[src/rtl/scoreboard_pkg.sv]
// Shared types and constants for the 7-segment score decoder.
// Segment bit order is {g,f,e,d,c,b,a}, active-high.
package scoreboard_pkg;

  typedef logic [6:0] sseg_t;
  typedef logic [3:0] bcd_t;

  localparam sseg_t SEG_0  = 7'h3F;
  localparam sseg_t SEG_1  = 7'h06;
  localparam sseg_t SEG_2  = 7'h5B;
  localparam sseg_t SEG_3  = 7'h4F;
  localparam sseg_t SEG_4  = 7'h66;
  localparam sseg_t SEG_5  = 7'h6D;
  localparam sseg_t SEG_6A = 7'h7C;
  localparam sseg_t SEG_6B = 7'h7D;
  localparam sseg_t SEG_7  = 7'h07;
  localparam sseg_t SEG_8  = 7'h7F;
  localparam sseg_t SEG_9A = 7'h67;
  localparam sseg_t SEG_9B = 7'h6F;

  typedef enum logic [1:0] {
    SETTLE     = 2'd0,
    STABLE_OK  = 2'd1,
    STABLE_BAD = 2'd2
  } dec_state_e;

  // Two BCD digits to binary, 0..99.
  function automatic logic [6:0] bcd_to_bin(input bcd_t tens, input bcd_t units);
    return (7'(tens) * 7'd10) + 7'(units);
  endfunction

endpackage

[src/rtl/sseg_digit_decode.sv]
// Combinational decode of one 7-segment code into a BCD digit plus a legal flag.
// Both common renderings of 6 and 9 (with and without the extra tail segment) are accepted.
module sseg_digit_decode
  import scoreboard_pkg::*;
(
  input  sseg_t seg,
  output bcd_t  digit,
  output logic  legal
);

  always_comb begin
    digit = 4'd0;
    legal = 1'b1;
    case (seg)
      SEG_0:          digit = 4'd0;
      SEG_1:          digit = 4'd1;
      SEG_2:          digit = 4'd2;
      SEG_3:          digit = 4'd3;
      SEG_4:          digit = 4'd4;
      SEG_5:          digit = 4'd5;
      SEG_6A, SEG_6B: digit = 4'd6;
      SEG_7:          digit = 4'd7;
      SEG_8:          digit = 4'd8;
      SEG_9A, SEG_9B: digit = 4'd9;
      default:        legal = 1'b0;
    endcase
  end

endmodule

[src/rtl/sseg_score_decoder.sv]
// Recovers the displayed score from two 7-segment digits: glitch filter, legality check,
// and a latest-value valid/ready event output.
//
// Handshake: score_valid rises with score_bcd/score_bin loaded; all three hold until an edge
// with score_valid && score_ready, which clears score_valid. A new load needs score_valid low,
// so at least one idle cycle separates events; values stabilising meanwhile are not queued.
module sseg_score_decoder
  import scoreboard_pkg::*;
#(
  parameter int STABLE_CYCLES = 4
) (
  input  logic       clk_100MHz,
  input  logic       reset,
  input  sseg_t      sseg_hi,
  input  sseg_t      sseg_low,
  output logic [7:0] score_bcd,
  output logic [6:0] score_bin,
  output logic       score_valid,
  input  logic       score_ready,
  output logic       illegal,
  output logic [7:0] illegal_count,
  output dec_state_e dbg_state
);

  localparam logic [7:0] STABLE_MAX = 8'(STABLE_CYCLES - 1);

  logic [13:0] s;
  logic [7:0]  cnt;
  logic [7:0]  cnt_next;
  logic [7:0]  last_reported;
  logic        reported;
  dec_state_e  state;

  logic        changed;
  logic        stable_next;
  logic        pair_legal;
  logic        load;
  bcd_t        digit_hi;
  bcd_t        digit_low;
  logic        legal_hi;
  logic        legal_low;

  // Decode the registered sample; while the pair is unchanged it equals the live inputs.
  sseg_digit_decode u_dec_hi (
    .seg   (s[13:7]),
    .digit (digit_hi),
    .legal (legal_hi)
  );

  sseg_digit_decode u_dec_low (
    .seg   (s[6:0]),
    .digit (digit_low),
    .legal (legal_low)
  );

  always_comb begin
    changed  = ({sseg_hi, sseg_low} != s);
    cnt_next = 8'd0;
    if (!changed) begin
      cnt_next = (cnt == STABLE_MAX) ? cnt : cnt + 8'd1;
    end
    // Stability is judged on the value being written this edge, so the state and the
    // event both move on the edge that the counter reaches its ceiling.
    stable_next = !changed && (cnt_next == STABLE_MAX);
    pair_legal  = legal_hi && legal_low;
    load        = stable_next && pair_legal && !score_valid &&
                  (!reported || ({digit_hi, digit_low} != last_reported));
  end

  always_ff @(posedge clk_100MHz or negedge reset) begin
    if (!reset) begin
      s             <= '0;
      cnt           <= '0;
      state         <= SETTLE;
      score_bcd     <= '0;
      score_bin     <= '0;
      score_valid   <= 1'b0;
      illegal_count <= '0;
      last_reported <= '0;
      reported      <= 1'b0;
    end else begin
      s   <= {sseg_hi, sseg_low};
      cnt <= cnt_next;

      if (changed) begin
        state <= SETTLE;
      end else if (state == SETTLE && stable_next) begin
        if (pair_legal) begin
          state <= STABLE_OK;
        end else begin
          state <= STABLE_BAD;
          if (illegal_count != 8'hFF) illegal_count <= illegal_count + 8'd1;
        end
      end

      if (load) begin
        score_bcd     <= {digit_hi, digit_low};
        score_bin     <= bcd_to_bin(digit_hi, digit_low);
        score_valid   <= 1'b1;
        last_reported <= {digit_hi, digit_low};
        reported      <= 1'b1;
      end else if (score_valid && score_ready) begin
        score_valid <= 1'b0;
      end
    end
  end

  assign illegal   = (state == STABLE_BAD);
  assign dbg_state = state;

endmodule
[config.mk]
export PLATFORM = sky130hd
export DESIGN_NAME = sseg_score_decoder
export DESIGN_NICKNAME = d
export VERILOG_FILES = /design/src/rtl/scoreboard_pkg.sv /design/src/rtl/sseg_digit_decode.sv /design/src/rtl/sseg_score_decoder.sv
export SDC_FILE = /design/constraint.sdc
export NUM_CORES = 1
export LEC_CHECK = 0
export ABC_CLOCK_PERIOD_IN_PS = 4200
export CAP_MARGIN = 20
export CORE_ASPECT_RATIO = 1.5
export CORE_MARGIN = 3
export CORE_UTILIZATION = 38
export CTS_BUF_LIST = sky130_fd_sc_hd__clkbuf_2
export CTS_CLUSTER_SIZE = 28
export DETAILED_ROUTE_END_ITERATION = 6
export HOLD_SLACK_MARGIN = 0.15
export PLACE_DENSITY_LB_ADDON = 0.2
export SLEW_MARGIN = 25
export SYNTH_ARGS = -nofsm -noshare
export SYNTH_HDL_FRONTEND = slang
export SYNTH_SLANG_ARGS = --single-unit
[constraint.sdc]
create_clock -name clk_100MHz -period 4.2 [get_ports clk_100MHz]
set_input_delay 1.26 -clock clk_100MHz [delete_from_list [all_inputs] [get_ports clk_100MHz]]
set_output_delay 1.26 -clock clk_100MHz [all_outputs]
set_load 0.05 [all_outputs]
==> out/qor.txt, run 1 <==
Final non-filler cell area: 0.00335 sq mm
CTS resizes: 0
Number of global-route vias before repair: 2222
DRT iter0 DRCs: 86
Startpoint Class: register
# nets final: 335
Antenna viol nets, final: 0
Post-synthesis sequential area ratio: 42.6%
Syn Nets: 298
Hold Vio Cnt, Final: 0
Num CTS Buffers: 5
DRT Pass-1 Iters: 4
Peak supply drop: 112 uV
Area contributors post-synth: dfrtp_1, xor2_1, xnor2_1
Post-synth EDFFs: 0
FILL cells: 709
Fmax: 303 MHz
RSZ-0062 raised after global routing: false
Post-CTS Setup Bufs: 0
Slew Limit Headroom: 52.4%
Area leader, netlist: dfrtp_1
Crit path DAT: 3.64 ns
Drt via density: 5.21
Core Rows: 37
Area of the multi-input gates: 0.00148 sq mm
Clk slew on worst S/H paths: 0.26 ns
Die width: 76.3 um
Layout cell share with drive strength beyond 1: 9.39%
Ys Warns: 0
Post-Route Skew: 0.0258 ns
GRT overflow: 0
Yosys top cell area share: 42.6%
Met3 global-route usage: 3.40%
Initial Util: 40.0%
Post-DP HPWL: 4430 um
WL/cell: 14.7 um
Storage cell area: 0.00120 sq mm
Synth Cell Area: 0.00282 sq mm
Antenna violations before repair: 0
P_leak: 1.41 nW
Primary FF master, synth: dfrtp_1
Worst skew pair latency: 0.43 ns
Avg Synthesized Cell Area: 10.4 sq um
Max Slew Vio Count: 0
Largest net degree at the start of global routing: 49
Synth cell count leaders: dfrtp_1, xor2_1, nand2_1
# port buffers: 43
Die area: 0.00851 sq mm
Data required time of the critical path: 4.55 ns
Drt drc: 0
Via count: 2114
Gr usage total: 15.3%
MaxCap Viol Count: 0
CTS tree: yes
Final setup violation count: 0
Min Tclk post-route: 3.30 ns
Most frequent cell after synthesis: dfrtp_1
PnR worst setup slack: 0.903 ns
Cell count after synthesis: 271
H-tree depth: 2
CTS Hold Bufs: 0
Synth Register Bits: 48
First-pass GRT wire length: 10700 um
Hold WC Path Type: register to register
Status: completed
Largest fanout on the critical path: 12
GRT met1 Usage: 18.5%
Grt met2 use: 26.6%
Final antenna diode count: 0
CTS Buffer Depth: 2
TritonCTS Sinks: 48
Netlist cell types: 54
Area grow syn2layout: 19.0%
P per Cell Area: 240 mW/mm^2
Worst slew pin tran: 0.709 ns
Drt total wl: 5970 um
Chip height: 111 um
Setup crit end kind: register
Setup tns final: 0 ns
Async S/R FF share, synth: 100%
DP Area: 0.00329 sq mm
Classification of the worst setup path: register to register
Placeable Area: 0.00704 sq mm
Grt peak-use layer: met2
Final Cycle Share: 78.5%
I/O pins: 44
Pre-CTS setup slack: 0.483 ns
Final GP Congestion: 0.775
Root Buffer: clkbuf_2
-- report_power, final --
group | internal (W) | switching [W] | total, W | leakage (nW)
combinational | 0.0000324 | 0.0000312 | 0.0000636 | 0.735
clock | 0.0000991 | 0.000155 | 0.000254 | 0.0390
sequential | 0.000470 | 0.0000189 | 0.000489 | 0.633
-- layout by cell type, fill, tap and decap left out, types with 2 or more instances in the layout --
cell type	n
mux2_2	9
nor3b_1	2
nand4b_1	2
nor4_1	4
a31oi_1	2
nor2_1	14
nor3_1	8
and3_1	4
inv_1	11
clkbuf_2	5
fa_1	2
mux2i_1	3
nor2b_1	6
o21ai_0	8
nand4_1	11
clkdlybuf4s50_1	42
and2_1	2
nand3b_1	2
nand2b_1	7
a21oi_1	6
o31ai_1	2
ha_1	8
xnor2_1	17
xor2_1	25
o2111ai_1	3
buf_4	3
dfrtp_1	48
or3_1	3
nand2_1	19
nand3_1	5
-- sequential cells by signal (all words and copies together) (netlist names) --
signal and flops:
illegal_count 8, cnt 8, score_valid 1, last_reported 7
score_bin 7, s 14, dbg_state 2, reported 1
-- logic make-up after synthesis --
kind of cell    after synthesis  share of synthesized area [%]
xor+xnor                     42                           13.1
buf+inv                      26                           4.84
flops                        48                           42.6
fa+ha+maj                    11                           5.37
compound gates               33                           8.88
mux                          12                           4.66
simple gates                 99                           20.6
-- critical path, cell delays in order, from the launching register on --
cell and delay [ns]:
dfrtp_1 0.56, or4b_2 0.73, a31oi_1 0.24, xnor2_1 0.18, nand4_1 0.11, or3_4 0.35, o41ai_4 0.66, mux2_2 0.40
-- cell type report --
class                           count  share of cell area (%)
Timing Repair Buffer               45                    13.2
Inverter                           11                    1.23
Multi-Input combinational cell    197                    44.1
Clock inverter                      3                    1.27
Clock buffer                        5                   0.746
Sequential cell                    48                    35.8
Tap cell                           97                    3.62
-- final timing paths --
| check | startpoint | end | slack (ns) | cells after the start |
|---|---|---|---|---|
| min | reported | reported | 0.51 | 1 |
| max in group asynchronous | reset | s[5] | 2.97 | 1 |
| min reg2reg | reported | reported | 0.51 | 1 |
| max | s[3] | score_bin[1] | 0.90 | 7 |
| min in group asynchronous | reset | score_bin[3] | 0.80 | 1 |
| max reg2reg | s[3] | score_bin[1] | 0.90 | 7 |
-- per-stage QoR --
| step | power (W) | utilization, % | std cells | hold WS [ns] |
|---|---|---|---|---|
| CTS | 0.000821 | 47.7 | 406 | 0.512 |
| global placement | 0.000561 | 46.7 | 398 | 0.458 |
| finish | 0.000807 | 47.7 | 406 | 0.505 |
| global route | 0.000849 | 47.7 | 406 | 0.542 |
| detailed placement | 0.000561 | 46.7 | 398 | 0.455 |
| floorplan | 0.000530 | - | 271 | 0.434 |
-- layer usage --
metal | vias to the layer above | wire length [um]
li1 | 1035 | -
met1 | 1031 | 2580
met2 | 39 | 3050
met3 | 9 | 227
met4 | 0 | 111
met5 | - | 0
(Power assumes the default switching activity.)
==> run 2, diff against run 1 <==
--- a/config.mk
+++ b/config.mk
@@ -5,7 +5,7 @@
 export SDC_FILE = /design/constraint.sdc
 export NUM_CORES = 1
 export LEC_CHECK = 0
-export ABC_CLOCK_PERIOD_IN_PS = 4200
+export ABC_CLOCK_PERIOD_IN_PS = 2980
 export CAP_MARGIN = 20
 export CORE_ASPECT_RATIO = 1.5
 export CORE_MARGIN = 3
==> constraint.sdc (replaced) <==
create_clock -name clk_100MHz -period 2.98 [get_ports clk_100MHz]
set_input_delay 0.894 -clock clk_100MHz [delete_from_list [all_inputs] [get_ports clk_100MHz]]
set_output_delay 0.894 -clock clk_100MHz [all_outputs]
set_load 0.05 [all_outputs]
==> out/qor.txt, run 2 (same netlist as run 1, synthesis figures left out) <==
Status: completed
CTS Buffer Depth: 2
Hold Vio Cnt, Final: 0
Number of global-route vias before repair: 2404
Combinational Power Share: 12.4%
Die width: 76.3 um
Most flop-heavy register: s
Cell chain of the critical path: or3_4, or2_4, o31ai_2, a21oi_2, inv_1, ha_1, ha_1, inv_1, fa_2, nor3b_2, xnor2_1, mux2_2
Area grow syn2layout: 29.9%
DRT iter0 DRCs: 105
Chip height: 111 um
First-pass GRT wire length: 11200 um
Worst skew pair latency: 0.44 ns
TritonCTS Sinks: 48
Final GP Congestion: 0.823
Drt via density: 5.10
P per Cell Area: 295 mW/mm^2
Sequential power share: 62.4%
Switching pwr: 0.000301 W
Drt drc: 0
Buf/Inv on CP: 2
Antenna viol nets, final: 0
Post-DP HPWL: 4860 um
Crit path DAT: 3.27 ns
I/O pins: 44
Family with the most delay on the worst path: adder cells
Startpoint Class: register
Drt total wl: 6490 um
Initial Util: 40.0%
FILL cells: 687
Worst slew pin tran: 0.658 ns
Top flop regs: s (14), cnt (8), illegal_count (8)
Crit-path slowest cell: fa_2
Classification of the worst setup path: register to register
Antenna violations before repair: 0
Post-Route Skew: 0.0243 ns
Final antenna diode count: 0
Slew Limit Headroom: 55.8%
Largest register FFs: 14
Layout cell share with drive strength beyond 1: 20.6%
Switching fraction of total power: 27.8%
Final Cycle Share: 97.2%
DRT Pass-1 Iters: 4
Gr usage total: 16.0%
# nets final: 371
Core Rows: 37
MaxCap Viol Count: 0
Internal: 0.000780 W
CTS tree: yes
Max Slew Vio Count: 0
Hold WC Path Type: input pin to asynchronous set/reset pin
Die area: 0.00851 sq mm
Setup tns final: 0 ns
P_leak: 1.58 nW
# port buffers: 43
Most frequent cells in the layout: dfrtp_1, clkdlybuf4s50_1, buf_4
Num CTS Buffers: 5
Data required time of the critical path: 3.35 ns
Placeable Area: 0.00704 sq mm
Critical Path Max Stage Delay: 0.46 ns
Clk slew on worst S/H paths: 0.25 ns
Final setup violation count: 0
WL/cell: 14.7 um
Clock power frac: 25.2%
Setup crit end kind: register
Fmax: 345 MHz
Min Tclk post-route: 2.90 ns
Largest fanout on the critical path: 2
Layout Utilization: 52.0%
FF-to-FF setup slack: 0.08 ns
CTS Hold Bufs: 0
H-tree depth: 2
Root Buffer: clkbuf_2
Peak supply drop: 175 uV
GRT overflow: 0
Via count: 2247
Largest net degree at the start of global routing: 49
Most common cell after layout, fill and taps aside: dfrtp_1
==> run 2: metal layers <==
layer	global-route usage [%]	up-vias	routed length [um]
met5	0	-	0
met4	5.44	0	76
met1	17.9	1093	2640
met2	29.7	45	3560
met3	3.40	6	220
li1	-	1103	-
==> run 2: cell type report <==
type	instances	area, sq um	share of cell area [%]
clock buffers	5	25.0	0.684
clock inverters	2	12.5	0.342
inverters	11	41.3	1.13
multi-input cells	197	1530	41.8
flip-flops and latches	48	1200	32.8
well taps	97	121	3.32
repair buffers	81	727	19.9
==> run 2: path summary, 6_finish.rpt <==
kind,cells past startpoint,to,from
worst min register to register,1,reported,reported
worst min-delay path,2,score_valid,reset
max in group asynchronous,2,reported,reset
worst max-delay path,12,score_bin[6],s[13]
worst max register to register,12,score_bin[6],s[13]
min in group clk_100MHz,1,reported,reported
==> run 2: timing repair <==
| action | in CTS | in global routing |
|---|---|---|
| endpoints found under the hold margin | 0 | 0 |
| endpoints found under the setup margin | 6 | 7 |
| setup buffers | 5 | 1 |
| gates resized for setup | 5 | 5 |
| pin swaps | 2 | 3 |
==> run 2: power by group through the flow <==
stage | Clock (W) | Sequential (W) | Combinational [W]
2_1_floorplan | 0 | 0.000677 | 0.0000711
3_3_place_gp | 0 | 0.000684 | 0.000127
3_5_place_dp | 0 | 0.000685 | 0.000129
4_1_cts | 0.000282 | 0.000674 | 0.000134
5_1_grt | 0.000309 | 0.000676 | 0.000148
6_report | 0.000273 | 0.000674 | 0.000134
==> run 2: metrics by stage <==
stage / worst slack [ns] / hold slack (ns) / total power [W] / instance area [sq um] / instances
after floorplan: 0.0155 / 0.434 / 0.000748 / 2830 / 271
after global placement: -0.168 / 0.460 / 0.000812 / 3530 / 428
after detailed placement: -0.172 / 0.461 / 0.000813 / 3530 / 428
after CTS: 0.00780 / 0.375 / 0.00109 / 3630 / 440
after global routing: -0.00450 / 0.350 / 0.00113 / 3660 / 441
final: 0.0833 / 0.385 / 0.00108 / 3660 / 441
==> run 3, diff against run 2 <==
==> constraint.sdc (replaced) <==
create_clock -name clk_100MHz -period 2.98 [get_ports clk_100MHz]
set_input_delay 0.894 -clock clk_100MHz [delete_from_list [all_inputs] [get_ports clk_100MHz]]
set_output_delay 0.894 -clock clk_100MHz [all_outputs]
set_load 0.005 [all_outputs]
==> results of run 3 <==
Final layout, timing and power as in run 2 (identical DEF).
